===== config.mk =====
export PLATFORM = sky130hd
export DESIGN_NAME = text_buffer_writer_flat
export DESIGN_NICKNAME = d
export VERILOG_FILES = /design/src/rtl/vga_text_pkg.sv /design/src/rtl/text_buffer_writer_if.sv /design/src/rtl/text_buffer_writer.sv /design/src/flat_wrapper.sv
export SDC_FILE = /design/constraint.sdc
export NUM_CORES = 1
export LEC_CHECK = 0
export BUFFER_PORTS_ARGS = -buffer_cell sky130_fd_sc_hd__buf_2
export CAP_MARGIN = 10
export CORE_ASPECT_RATIO = 0.5
export CORE_MARGIN = 8
export CORE_UTILIZATION = 53
export CTS_CLUSTER_DIAMETER = 30
export DETAILED_ROUTE_END_ITERATION = 6
export GPL_ROUTABILITY_DRIVEN = 0
export HOLD_SLACK_MARGIN = 0.15
export PLACE_DENSITY = 0.82
export SYNTH_ARGS = -nofsm -noshare
export SYNTH_HDL_FRONTEND = slang
export SYNTH_SLANG_ARGS = --single-unit

===== constraint.sdc =====
create_clock -name clk -period 4.8 [get_ports clk]
set_input_delay 1.44 -clock clk [delete_from_list [all_inputs] [get_ports clk]]
set_output_delay 1.44 -clock clk [all_outputs]
set_load 0.03 [all_outputs]

===== src/rtl/vga_text_pkg.sv =====
// Shared constants, control codes and state encoding for the 80x25 text display
// and the character-stream writer that feeds it.
package vga_text_pkg;

    localparam int COLS   = 80;
    localparam int ROWS   = 25;
    localparam int ADDR_W = 11;

    localparam logic [7:0] GLYPH_OFFSET = 8'd1;
    localparam logic [7:0] BLANK_CHAR   = 8'h20;
    localparam logic [7:0] BLANK_GLYPH  = BLANK_CHAR + GLYPH_OFFSET;

    localparam logic [7:0] CH_BS = 8'h08;
    localparam logic [7:0] CH_LF = 8'h0A;
    localparam logic [7:0] CH_FF = 8'h0C;
    localparam logic [7:0] CH_CR = 8'h0D;

    localparam logic [7:0] PRINT_MIN = 8'h20;
    localparam logic [7:0] PRINT_MAX = 8'h7E;

    typedef enum logic [1:0] {
        IDLE,
        CLEAR_ROW,
        CLEAR_ALL
    } state_t;

    // First cell address of a row; the largest result (24*80) fits in ADDR_W bits.
    function automatic logic [ADDR_W-1:0] row_base(input logic [4:0] row);
        return ADDR_W'(row) * ADDR_W'(COLS);
    endfunction

endpackage


===== src/rtl/text_buffer_writer_if.sv =====
// Byte-stream input handshake plus character-RAM write port of the text writer.
interface text_buffer_writer_if;
    import vga_text_pkg::*;

    logic              in_valid;
    logic [7:0]        in_data;
    logic              in_ready;
    logic              wr_en;
    logic [ADDR_W-1:0] wr_addr;
    logic [7:0]        wr_data;

    modport master (
        output in_valid,
        output in_data,
        input  in_ready,
        input  wr_en,
        input  wr_addr,
        input  wr_data
    );

    modport slave (
        input  in_valid,
        input  in_data,
        output in_ready,
        output wr_en,
        output wr_addr,
        output wr_data
    );

endinterface


===== src/rtl/text_buffer_writer.sv =====
// Turns a byte stream into character-RAM writes for the text display, tracking
// the cursor, interpreting CR/LF/BS/FF and blanking rows as the cursor wraps.
module text_buffer_writer
    import vga_text_pkg::*;
(
    input  logic                   clk,
    input  logic                   rst,
    text_buffer_writer_if.slave    bus,
    output logic [4:0]             cursor_row,
    output logic [6:0]             cursor_col,
    output logic                   busy
);

    localparam logic [6:0]        COL_LAST   = 7'(COLS - 1);
    localparam logic [4:0]        ROW_LAST   = 5'(ROWS - 1);
    localparam logic [ADDR_W-1:0] ROW_CLR_LAST = ADDR_W'(COLS - 1);
    localparam logic [ADDR_W-1:0] ALL_CLR_LAST = ADDR_W'(COLS * ROWS - 1);

    state_t            state, state_next;
    logic [4:0]        row, row_next;
    logic [6:0]        col, col_next;
    logic [ADDR_W-1:0] cnt, cnt_next;
    logic              wr_en_q, wr_en_next;
    logic [ADDR_W-1:0] wr_addr_q, wr_addr_next;
    logic [7:0]        wr_data_q, wr_data_next;
    logic              accept;
    logic              start_newline;

    always_ff @(posedge clk) begin
        if (rst) begin
            state     <= CLEAR_ALL;
            row       <= '0;
            col       <= '0;
            cnt       <= '0;
            wr_en_q   <= 1'b0;
            wr_addr_q <= '0;
            wr_data_q <= '0;
        end else begin
            state     <= state_next;
            row       <= row_next;
            col       <= col_next;
            cnt       <= cnt_next;
            wr_en_q   <= wr_en_next;
            wr_addr_q <= wr_addr_next;
            wr_data_q <= wr_data_next;
        end
    end

    // During CLEAR_ROW the cursor already points at the row being blanked.
    always_comb begin
        state_next    = state;
        row_next      = row;
        col_next      = col;
        cnt_next      = cnt;
        wr_en_next    = 1'b0;
        wr_addr_next  = wr_addr_q;
        wr_data_next  = wr_data_q;
        start_newline = 1'b0;
        accept        = bus.in_valid && (state == IDLE);

        case (state)
            IDLE: begin
                if (accept) begin
                    if (bus.in_data >= PRINT_MIN && bus.in_data <= PRINT_MAX) begin
                        wr_en_next   = 1'b1;
                        wr_addr_next = row_base(row) + ADDR_W'(col);
                        wr_data_next = bus.in_data + GLYPH_OFFSET;
                        if (col < COL_LAST) begin
                            col_next = col + 7'd1;
                        end else begin
                            start_newline = 1'b1;
                        end
                    end else if (bus.in_data == CH_CR) begin
                        col_next = '0;
                    end else if (bus.in_data == CH_LF) begin
                        start_newline = 1'b1;
                    end else if (bus.in_data == CH_BS) begin
                        if (col != '0) begin
                            col_next     = col - 7'd1;
                            wr_en_next   = 1'b1;
                            wr_addr_next = row_base(row) + ADDR_W'(col - 7'd1);
                            wr_data_next = BLANK_GLYPH;
                        end
                    end else if (bus.in_data == CH_FF) begin
                        row_next   = '0;
                        col_next   = '0;
                        cnt_next   = '0;
                        state_next = CLEAR_ALL;
                    end
                end

                if (start_newline) begin
                    col_next   = '0;
                    row_next   = (row == ROW_LAST) ? 5'd0 : row + 5'd1;
                    cnt_next   = '0;
                    state_next = CLEAR_ROW;
                end
            end

            CLEAR_ROW: begin
                wr_en_next   = 1'b1;
                wr_addr_next = row_base(row) + cnt;
                wr_data_next = BLANK_GLYPH;
                if (cnt == ROW_CLR_LAST) begin
                    state_next = IDLE;
                end else begin
                    cnt_next = cnt + ADDR_W'(1);
                end
            end

            CLEAR_ALL: begin
                wr_en_next   = 1'b1;
                wr_addr_next = cnt;
                wr_data_next = BLANK_GLYPH;
                if (cnt == ALL_CLR_LAST) begin
                    state_next = IDLE;
                end else begin
                    cnt_next = cnt + ADDR_W'(1);
                end
            end

            default: state_next = IDLE;
        endcase
    end

    assign bus.in_ready = (state == IDLE);
    assign bus.wr_en    = wr_en_q;
    assign bus.wr_addr  = wr_addr_q;
    assign bus.wr_data  = wr_data_q;
    assign busy         = (state != IDLE);
    assign cursor_row   = row;
    assign cursor_col   = col;

endmodule


===== src/flat_wrapper.sv =====
// flat-port wrapper written by rule: the top's interface ports become plain ports
module text_buffer_writer_flat import vga_text_pkg::*;
  (clk, rst, cursor_row, cursor_col, busy, bus_in_valid, bus_in_data, bus_in_ready, bus_wr_en, bus_wr_addr, bus_wr_data);
  text_buffer_writer_if bus_i ();
  input  logic clk;
  input  logic rst;
  output logic [4:0] cursor_row;
  output logic [6:0] cursor_col;
  output logic busy;
  input wire logic [$bits(bus_i.in_valid)-1:0] bus_in_valid;
  input wire logic [$bits(bus_i.in_data)-1:0] bus_in_data;
  output wire logic [$bits(bus_i.in_ready)-1:0] bus_in_ready;
  output wire logic [$bits(bus_i.wr_en)-1:0] bus_wr_en;
  output wire logic [$bits(bus_i.wr_addr)-1:0] bus_wr_addr;
  output wire logic [$bits(bus_i.wr_data)-1:0] bus_wr_data;
  assign bus_i.in_valid = bus_in_valid;
  assign bus_i.in_data = bus_in_data;
  assign bus_in_ready = bus_i.in_ready;
  assign bus_wr_en = bus_i.wr_en;
  assign bus_wr_addr = bus_i.wr_addr;
  assign bus_wr_data = bus_i.wr_data;
  text_buffer_writer u_core (.clk(clk), .rst(rst), .bus(bus_i), .cursor_row(cursor_row), .cursor_col(cursor_col), .busy(busy));
endmodule

==> results of run 1 <==
-- worst paths after layout --
kind / startpoint / endpoint / slack [ps] / cells past startpoint
setup / recovery: bus_in_data[0] / u_core.bus.wr_addr[9]$_SDFFE_PP0P_ / 190 / 16
hold / removal: u_core.bus.wr_data[7]$_SDFFE_PP0P_ / u_core.bus.wr_data[7]$_SDFFE_PP0P_ / 460 / 2
setup reg to reg: u_core.cursor_col[2]$_SDFFE_PP0P_ / u_core.bus.wr_addr[9]$_SDFFE_PP0P_ / 1220 / 12
hold reg to reg: u_core.bus.wr_data[7]$_SDFFE_PP0P_ / u_core.bus.wr_data[7]$_SDFFE_PP0P_ / 460 / 2
-- worst max-delay path, delay by kind of cell --
| family | cells | cell delay, ps |
|---|---|---|
| xor gates and xnor gates | 1 | 140 |
| muxes | 1 | 350 |
| AOI/OAI and AO/OA | 7 | 1430 |
| buffers and inverters | 3 | 310 |
| and+or+nand+nor | 2 | 710 |
| adders and majority gates | 2 | 420 |
-- power by group through the flow --
stage | sequential [mW] | combinational, mW | clock [mW]
after floorplan | 0.447 | 0.150 | 0
after global placement | 0.417 | 0.247 | 0
after detailed placement | 0.418 | 0.250 | 0
after CTS | 0.410 | 0.252 | 0.349
after global routing | 0.412 | 0.278 | 0.367
final | 0.410 | 0.255 | 0.346
-- layer usage --
layer / share of wire (%) / global-route usage [%] / vias up
met1: 50 / 27.2 / 1520
met4: 1.0 / 4.70 / 0
met5: 0 / 0 / -
met3: 8.3 / 4.46 / 8
li1: - / - / 1642
met2: 40 / 27.4 / 141
-- state kept, by name (all words and copies together), names as in the netlist --
register            count
u_core.bus.wr_addr     11
u_core.bus.wr_data      8
u_core.bus.wr_en        1
u_core.cnt             11
u_core.cursor_col       7
u_core.cursor_row       5
u_core.state            2
-- kinds of logic (layout without fill, tap and decap cells) --
kind of cell	after synthesis	count (layout)	synth area share (%)
muxes	2	2	0.642
and+or+nand+nor	166	166	26.5
xor gates and xnor gates	15	15	3.97
adders and majority gates	27	27	10.6
buffers and inverters	43	81	5.32
DFF	45	45	27.2
AOI/OAI and AO/OA	127	127	25.8
-- final cells by class --
| class | count | area [µm²] |
|---|---|---|
| clock buffers | 5 | 125 |
| repair buffers | 57 | 318 |
| multi-input cells | 337 | 2240 |
| clock inverters | 3 | 21.3 |
| inverters | 16 | 60.1 |
| well taps | 88 | 110 |
| fillers | 561 | 2280 |
| flip-flops and latches | 45 | 901 |
-- layout by cell type (no fill, tap or decap), types with 7 or more instances in the layout --
cell type,instances
a211oi_1,7
a21o_1,7
a21oi_1,39
buf_2,44
buf_4,13
dfxtp_1,45
ha_1,25
inv_1,16
nand2_1,29
nand3_1,19
nand4_1,9
nor2_1,47
nor3_1,11
o21ai_0,21
xnor2_1,7
xor2_1,8
-- timing repair --
item / 4_1_cts / 5_1_grt
buffers inserted: 0 / 0
endpoints found under the hold margin: 0 / 0
resized for setup: 0 / 1
endpoints found under the setup margin: 0 / 1
==> reports/metrics.yaml, run 1 <==
outcome: "complete, no violations"
final_core_util_pct: 62.4
cts_max_path_buffers: 2
cts_max_level: 2
async_reset_ff_share_pct: 0
fin_crit_sh_pct: 96.0
die_area_mm2: 0.00919
initial_core_util_pct: 54.7
synth_area_mm2: 0.00331
grt_setup_unrepaired: "false"
worstSetupPathType: "in -> reg"
ys_ff_latch: 45
wl_um: 8710
die_x_um: 128
ys_top_cells_by_count: "nor2_1 (47), dfxtp_1 (45), a21oi_1 (40)"
io_buffers: 44
path_clk_slew_ps: 70
placed_cells: 543
p_comb_share_pct: 25.2
cts.sinks: 45
final_nets: 500
drt_iter0_markers: 363
finalWorstSetupSlack_ps: 192
synth_area_leader_cell: "dfxtp_1"
p_sw_mw: 0.333
peakVddDrop_mv: 0.161
dpl.hpwl_um: 6500
swShare_pct: 33.0
syn_nets: 463
die-height_um: 71.9
hold_ws_ps: 456
cap_violations: 0
cp_cell_sequence: "buf_2 > inv_1 > ha_1 > nand3b_1 > o21a_1 > or4_1 > xnor2_1 > o21ai_0 > buf_4 > ha_1 > a21o_1 > a21oi_1 > o21bai_1 > a21oi_1 > mux2_2 > a211oi_1"
timing_hold_violations_final: 0
seqPwrFrac_pct: 40.6
synthFlopType: "dfxtp_1"
cp_slowest_cell: "or4_1"
tritoncts: "built"
fmax_ghz: 0.217
via_per_inst: 6.01
drc: 0
min_path_type: "reg -> reg"
design_area_mm2: 0.00378
synthCells: 425
ys_seq_area_share_pct: 27.2
yosysMostFrequentCell: "nor2_1"
ant_nets: 0
syn2layout_area_growth_pct: 14.1
firstDrtPassIters: 5
grt_start_max_net_pins: 44
worstMarginPinSlew_ps: 1050
power_density_mw_per_mm2: 267
wl_per_cell_um: 15.8
relSlewSlack_pct: 30.2
slew_viol_final: 0
holdBufCountCts: 0
clock_latency_ps: 280
design.core.area_mm2: 0.00606
setup_violations: 0
track_usage_pct: 18.9
worst_ep_required_time_ps: 4980
drive_gt1_share_pct: 18.4
yosys_warnings: 0
total_power_mw: 1.01
clock_skew_ps: 3.19
n_antenna_cell: 0
p_int_mw: 0.678
placed_cell_area_mm2: 0.00363
rows: 20
critPathArrivalTime_ps: 4790
cts_buffers: 5
ys_top_cells_by_area: "dfxtp_1 (27%), ha_1 (9.4%), a21oi_1 (6.0%)"
grt_pass1_vias: 2994
p_clk_share_pct: 34.2
dp_slack_ps: -153
critPathMaxFanout: 3
ys_types: 66
antenna_found_initial: 0
avgSynthCellArea_um2: 7.80
min_period_ps: 4610
p_leak_nw: 1.62
via_count: 3311
stdcell_count: 551
cts_root_buf: "clkbuf_16"
critPathCaptureType: "flip-flop"
slowest_delay_ps: 530
setup_tns_ps: 0
start_kind: "input port"
grt-ovfl-total: 0
synth.top_cell.area_share_pct: 27.2
io_pins: 45
synth_edf_count: 0
grt_pass1_wl_um: 14300
Note: power is estimated with default switching activity, not from simulation.
==> run 2: changes to the inputs <==
--- a/config.mk
+++ b/config.mk
@@ -5,16 +5,17 @@
 export SDC_FILE = /design/constraint.sdc
 export NUM_CORES = 1
 export LEC_CHECK = 0
+export ABC_CLOCK_PERIOD_IN_PS = 5000
 export BUFFER_PORTS_ARGS = -buffer_cell sky130_fd_sc_hd__buf_2
 export CAP_MARGIN = 10
 export CORE_ASPECT_RATIO = 0.5
 export CORE_MARGIN = 8
-export CORE_UTILIZATION = 53
+export CORE_UTILIZATION = 58
 export CTS_CLUSTER_DIAMETER = 30
 export DETAILED_ROUTE_END_ITERATION = 6
 export GPL_ROUTABILITY_DRIVEN = 0
 export HOLD_SLACK_MARGIN = 0.15
-export PLACE_DENSITY = 0.82
+export PLACE_DENSITY = 0.85
 export SYNTH_ARGS = -nofsm -noshare
 export SYNTH_HDL_FRONTEND = slang
 export SYNTH_SLANG_ARGS = --single-unit
==> constraint.sdc (replaced) <==
create_clock -name clk -period 5 [get_ports clk]
set_input_delay 1.5 -clock clk [delete_from_list [all_inputs] [get_ports clk]]
set_output_delay 1.5 -clock clk [all_outputs]
set_load 0.03 [all_outputs]
==> run 2 against run 1 <==
  * Power is 4.0% lower
  * Utilization is 5.4 points higher
  * Non-clock buffer count is 4 lower
  * Cell area is 1.5% lower
  * Wire length is 1.5% lower
  * Largest cell class unchanged
  * Highest routed layer unchanged
==> reports/metrics.yaml, run 2 (synthesis gave the netlist of run 1 again) <==
grt-ovfl-total: 0  # unchanged
n_antenna_cell: 0  # unchanged
stdcell_count: 532  # -3.4%
rows: 19  # -5.0%
fin_crit_sh_pct: 94.3
cts_max_level: 2  # unchanged
die_area_mm2: 0.00853  # -7.1%
placed_cells: 524  # -3.5%
power_density_mw_per_mm2: 261  # -2.5%
r2r_cells: 11  # -1
relSlewSlack_pct: 46.4  # +16 points
cp_cell_sequence: "buf_2 > inv_1 > ha_1 > nand3b_1 > o21a_1 > or4_1 > xnor2_1 > o21ai_0 > fa_1 > a211o_1 > a211oi_1 > nor4_1 > or3_1 > nand4_1 > a311oi_1"
rrSetupSlack_ps: 1330  # +110 ps
die-height_um: 69.4  # -3.4%
via_count: 3290  # -0.63%
grt_pass1_vias: 2961  # -1.1%
syn2layout_area_growth_pct: 12.3
drc: 0  # unchanged
slew_viol_final: 0  # unchanged
cts_buffers: 5  # unchanged
routed-wl-met3_um: 754  # +4.7%
cap_violations: 0  # unchanged
clock_skew_ps: 6.43  # +3.24 ps
antenna_found_initial: 0  # unchanged
whs_endpoint: "u_core.bus.wr_data[1]$_SDFFE_PP0P_"
grt_start_max_net_pins: 44  # unchanged
worstSetupPathType: "in -> reg"
die_x_um: 123  # -3.9%
wl_per_cell_um: 16.1  # +2.0%
setup_tns_ps: 0  # unchanged
crit_buf_inv: 2  # -1
cp_slowest_cell: "or4_1"
firstDrtPassIters: 5  # unchanged
final_common_cell: "nor2_1"
design.core.area_mm2: 0.00549  # -9.3%
highest_layer: "met4"
timing.rr.start: "u_core.cursor_col[2]$_SDFFE_PP0P_"
wl_met2_um: 3500  # -0.63%
slowest_delay_ps: 520  # about the same
io_pins: 45  # unchanged
min_path_type: "reg -> reg"
p_leak_nw: 1.60  # -1.3%
dpl.hpwl_um: 6270  # -3.6%
total_power_mw: 0.971  # -4.0%
grt_pass1_wl_um: 14200  # -0.72%
min_period_ps: 4710
clock_latency_ps: 290  # about the same
holdPathStages: 2  # unchanged
cts.sinks: 45  # unchanged
tritoncts: "built"
fmax_ghz: 0.212
path_clk_slew_ps: 70  # about the same
holdBufCountCts: 0  # unchanged
timing_hold_violations_final: 0  # unchanged
cts_max_path_buffers: 2  # unchanged
layout_common_cells: "nor2_1 (47), dfxtp_1 (45), buf_2 (44), a21oi_1 (40), nand2_1 (29)"
final_nets: 496  # -0.80%
worst_ep_required_time_ps: 5140  # +160 ps
drive_gt1_share_pct: 17.2  # -1.1 points
grt_setup_unrepaired: "false"
wl_met1_um: 4230  # -3.3%
setup_violations: 0  # unchanged
outcome: "complete, no violations"
via_per_inst: 6.18  # +2.9%
path_depth: 15  # -1
io_buffers: 44  # unchanged
track_usage_pct: 19.9  # +1.0 points
peakVddDrop_mv: 0.199  # +23%
cts_resized: 0  # unchanged
drt_iter0_markers: 303  # -17%
hold_start: "u_core.bus.wr_data[1]$_SDFFE_PP0P_"
wl_um: 8580  # -1.5%
worstMarginPinSlew_ps: 803  # -244 ps
rr_endpoint: "u_core.bus.wr_addr[10]$_SDFFE_PP0P_"
initial_core_util_pct: 60.3  # +5.6 points
final_core_util_pct: 67.8  # +5.4 points
path_delay_family: "simple AND/OR/NAND/NOR gates"
ant_nets: 0  # unchanged
cts_root_buf: "clkbuf_16"
post-cts-setup-buffer-count: 0  # unchanged
critPathCaptureType: "flip-flop"
start_kind: "input port"
critPathMaxFanout: 3  # unchanged
critPathArrivalTime_ps: 4850  # +60 ps
==> run 2: worst min-delay path, cell delays in order (launching register included) <==
cell     delay, ps
dfxtp_1        310
nand2_1         50
a21oi_1         50
==> run 2: stage by stage <==
stage / setup slack [ps] / area (µm²) / hold slack [ps]
floorplan: 174 / 3310 / 457
global placement: 130 / 3580 / 444
detailed placement: 15.6 / 3580 / 445
CTS: 309 / 3720 / 457
global route: 159 / 3720 / 472
finish: 287 / 3720 / 461
==> run 2: how the worst max path moves through the flow <==
stage / startpoint / endpoint
2_1_floorplan: bus_in_data[0] / u_core.bus.wr_addr[10]$_SDFFE_PP0P_
3_3_place_gp: bus_in_data[0] / u_core.bus.wr_addr[10]$_SDFFE_PP0P_
3_5_place_dp: bus_in_data[0] / u_core.bus.wr_addr[10]$_SDFFE_PP0P_
4_1_cts: bus_in_data[0] / u_core.bus.wr_addr[10]$_SDFFE_PP0P_
5_1_grt: bus_in_data[0] / u_core.bus.wr_addr[10]$_SDFFE_PP0P_
6_report: bus_in_data[0] / u_core.bus.wr_addr[10]$_SDFFE_PP0P_
==> run 2: routing by layer <==
metal | global-route usage [%] | up-vias
li1 | - | 1636
met1 | 29.3 | 1494
met3 | 4.39 | 10
met5 | 0 | -
met2 | 28.2 | 150
met4 | 4.96 | 0
==> run 2: final cells by class <==
cell class | instances | area, µm²
well taps | 73 | 91.3
multi-input cells | 337 | 2240
clock inverters | 3 | 21.3
repair buffers | 53 | 288
clock buffers | 5 | 125
inverters | 16 | 60.1
fillers | 477 | 1770
flip-flops and latches | 45 | 901
==> run 2: power by group <==
part           internal (mW)  leakage (nW)  total, mW  switching, mW
clock network          0.186        0.0702      0.338          0.151
registers              0.379         0.365      0.394         0.0146
logic                 0.0825          1.17      0.239          0.157
==> run 3: changes to the inputs <==
--- a/config.mk
+++ b/config.mk
@@ -10,12 +10,13 @@
 export CAP_MARGIN = 10
 export CORE_ASPECT_RATIO = 0.5
 export CORE_MARGIN = 8
-export CORE_UTILIZATION = 58
+export CORE_UTILIZATION = 43
 export CTS_CLUSTER_DIAMETER = 30
 export DETAILED_ROUTE_END_ITERATION = 6
 export GPL_ROUTABILITY_DRIVEN = 0
+export GPL_TIMING_DRIVEN = 0
 export HOLD_SLACK_MARGIN = 0.15
-export PLACE_DENSITY = 0.85
+export PLACE_DENSITY = 0.68
 export SYNTH_ARGS = -nofsm -noshare
 export SYNTH_HDL_FRONTEND = slang
 export SYNTH_SLANG_ARGS = --single-unit
==> run 3 against run 2 <==
  * Non-clock buffer count rose by 20
  * Count of clock-buffer cells in the layout did not move
  * Register-to-register slack better by 30 ps
  * Highest routed layer unchanged
  * Critical endpoint unchanged
  * Largest cell class unchanged
  * Setup slack worse by 140 ps
  * Hold slack got worse by 6.8 ps
  * Final cell count is 8.1% higher
  * Clock skew rose by 1.9 ps
  * Wire length grew 11%
  * Critical path depth up 2
==> reports/metrics.yaml, run 3 (synthesis gave the netlist of run 1 again) <==
cp_slowest_cell: "or3_1"
wl_um: 9510  # +11%
total_power_mw: 0.985  # +1.4%
io_pins: 45  # unchanged
timing_hold_violations_final: 0  # unchanged
ant_nets: 0  # unchanged
cts.sinks: 45  # unchanged
power_density_mw_per_mm2: 254  # -2.5%
start_kind: "input port"
grt_start_max_net_pins: 16  # -64%
holdBufCountCts: 0  # unchanged
wl_met1_um: 5060  # +20%
path_clk_slew_ps: 60  # about the same
drive_gt1_share_pct: 18.0  # +0.74 points
routed-wl-met3_um: 539  # -29%
layout_common_cells: "nor2_1 (47), buf_2 (47), dfxtp_1 (45), a21oi_1 (40), nand2_1 (29)"
grt_pass1_wl_um: 16000  # +13%
antenna_found_initial: 0  # unchanged
filler_cell_count: 744  # +56%
grt_setup_unrepaired: "false"
critPathMaxFanout: 8  # +5
die_area_mm2: 0.0109  # +28%
cap_violations: 0  # unchanged
die_x_um: 140  # +14%
critPathArrivalTime_ps: 4990  # +140 ps
cts_root_buf: "clkbuf_16"
setup_violations: 0  # unchanged
min_path_type: "reg -> reg"
n_antenna_cell: 0  # unchanged
via_per_inst: 5.88  # -4.9%
grt-ovfl-total: 0  # unchanged
drc: 0  # unchanged
min_period_ps: 4850  # +137 ps
slew_viol_final: 0  # unchanged
worstSetupPathType: "in -> reg"
worstMarginPinSlew_ps: 783  # -20.1 ps
via_count: 3382  # +2.8%
firstDrtPassIters: 5  # unchanged
wl_met2_um: 3820  # +9.3%
clock_latency_ps: 290  # about the same
cp_cell_sequence: "clkbuf_4 > inv_1 > ha_2 > nand3b_1 > o21a_1 > buf_4 > nor4b_4 > xnor2_1 > o21ai_0 > ha_2 > fa_2 > a211o_1 > a211oi_2 > nor4_4 > or3_1 > nand4_1 > a311oi_1"
design.core.area_mm2: 0.00740  # +35%
tritoncts: "built"
io_buffers: 43  # -2.3%
cts_max_level: 2  # unchanged
hold_ws_ps: 454  # -6.83 ps
final_nets: 516  # +4.0%
crit_top_cell: "ha_2"
worst_ep_required_time_ps: 5140  # about the same
initial_core_util_pct: 44.7  # -16 points
rows: 22  # +3
outcome: "complete, no violations"
clock_skew_ps: 8.31  # +1.87 ps
track_usage_pct: 17.5  # -2.4 points
setup_tns_ps: 0  # unchanged
peakVddDrop_mv: 0.135  # -32%
cts_max_path_buffers: 2  # unchanged
slowest_delay_ps: 390  # -130 ps
relSlewSlack_pct: 47.8  # +1.3 points
syn2layout_area_growth_pct: 16.8
grt_pass1_vias: 3193  # +7.8%
die-height_um: 78.1  # +12%
cts_buffers: 5  # unchanged
critPathCaptureType: "flip-flop"
fmax_ghz: 0.206  # -2.8%
p_leak_nw: 1.64  # +2.3%
dpl.hpwl_um: 7260  # +16%
drt_iter0_markers: 363  # +20%
highest_layer: "met4"
fin_crit_sh_pct: 97.0  # +2.7 points
wl_per_cell_um: 16.5  # +2.6%
==> run 3: cell types whose count changed in the layout (fill, tap and decap cells not counted), moves of 2 or more <==
cell and delta:
o21ai_0 -4, o21ai_1 +4, buf_1 +2, buf_4 -5, ha_2 +2, ha_1 -2, buf_2 +3, clkbuf_1 +18
==> run 3: final timing paths <==
check	startpoint	endpoint	slack [ps]	depth (start not counted)
hold reg to reg	u_core.bus.wr_data[2]$_SDFFE_PP0P_	u_core.bus.wr_data[2]$_SDFFE_PP0P_	450	2
setup / recovery	bus_in_data[0]	u_core.bus.wr_addr[10]$_SDFFE_PP0P_	150	17
hold / removal	u_core.bus.wr_data[2]$_SDFFE_PP0P_	u_core.bus.wr_data[2]$_SDFFE_PP0P_	450	2
setup reg to reg	u_core.cursor_col[2]$_SDFFE_PP0P_	u_core.bus.wr_addr[10]$_SDFFE_PP0P_	1360	13
==> run 3: per-stage QoR <==
stage	cell area (µm²)	util [%]	std cells	worst slack [ps]
CTS	3810	51.5	572	52.1
global placement	3650	49.3	564	-417
finish	3870	52.3	575	150
global route	3870	52.3	575	8.92
detailed placement	3650	49.3	564	-458
floorplan	3310	-	425	174
==> run 3: worst max-delay path: cells and delay by family <==
family / cells / cell delay (ps)
and+or+nand+nor: 5 / 1140
buffers and inverters: 3 / 390
adders and majority gates: 3 / 790
AOI/OAI and AO/OA: 5 / 1010
xor gates and xnor gates: 1 / 160
==> run 3: report_power, final <==
group          switching (mW)  total [mW]  internal, mW  leakage (nW)
combinational           0.168       0.255        0.0873          1.20
clock                   0.150       0.337         0.186        0.0702
sequential             0.0137       0.393         0.379         0.365
total                   0.332       0.985         0.653          1.64
==> run 3: layout make-up <==
class	instances	area [µm²]	area share, %
clock buffers	5	125	3.23
flip-flops and latches	45	901	23.3
multi-input cells	337	2280	59.0
inverters	16	60.1	1.55
repair buffers	46	240	6.21
plain buffers	27	119	3.07
clock inverters	3	21.3	0.550
well taps	96	120	3.10
==> run 3: per-layer routing <==
layer | up-vias | global-route usage (%)
met5 | - | 0
met1 | 1598 | 25.3
met2 | 109 | 26.5
met4 | 0 | 4.19
met3 | 9 | 3.08
li1 | 1666 | -
==> run 3: what timing repair did <==
action                                  4_1_cts  5_1_grt
pin swaps                                     0        5
setup buffers                                 0        3
cloned                                        0        0
endpoints found under the setup margin        1        2
gates resized for setup                       3       13
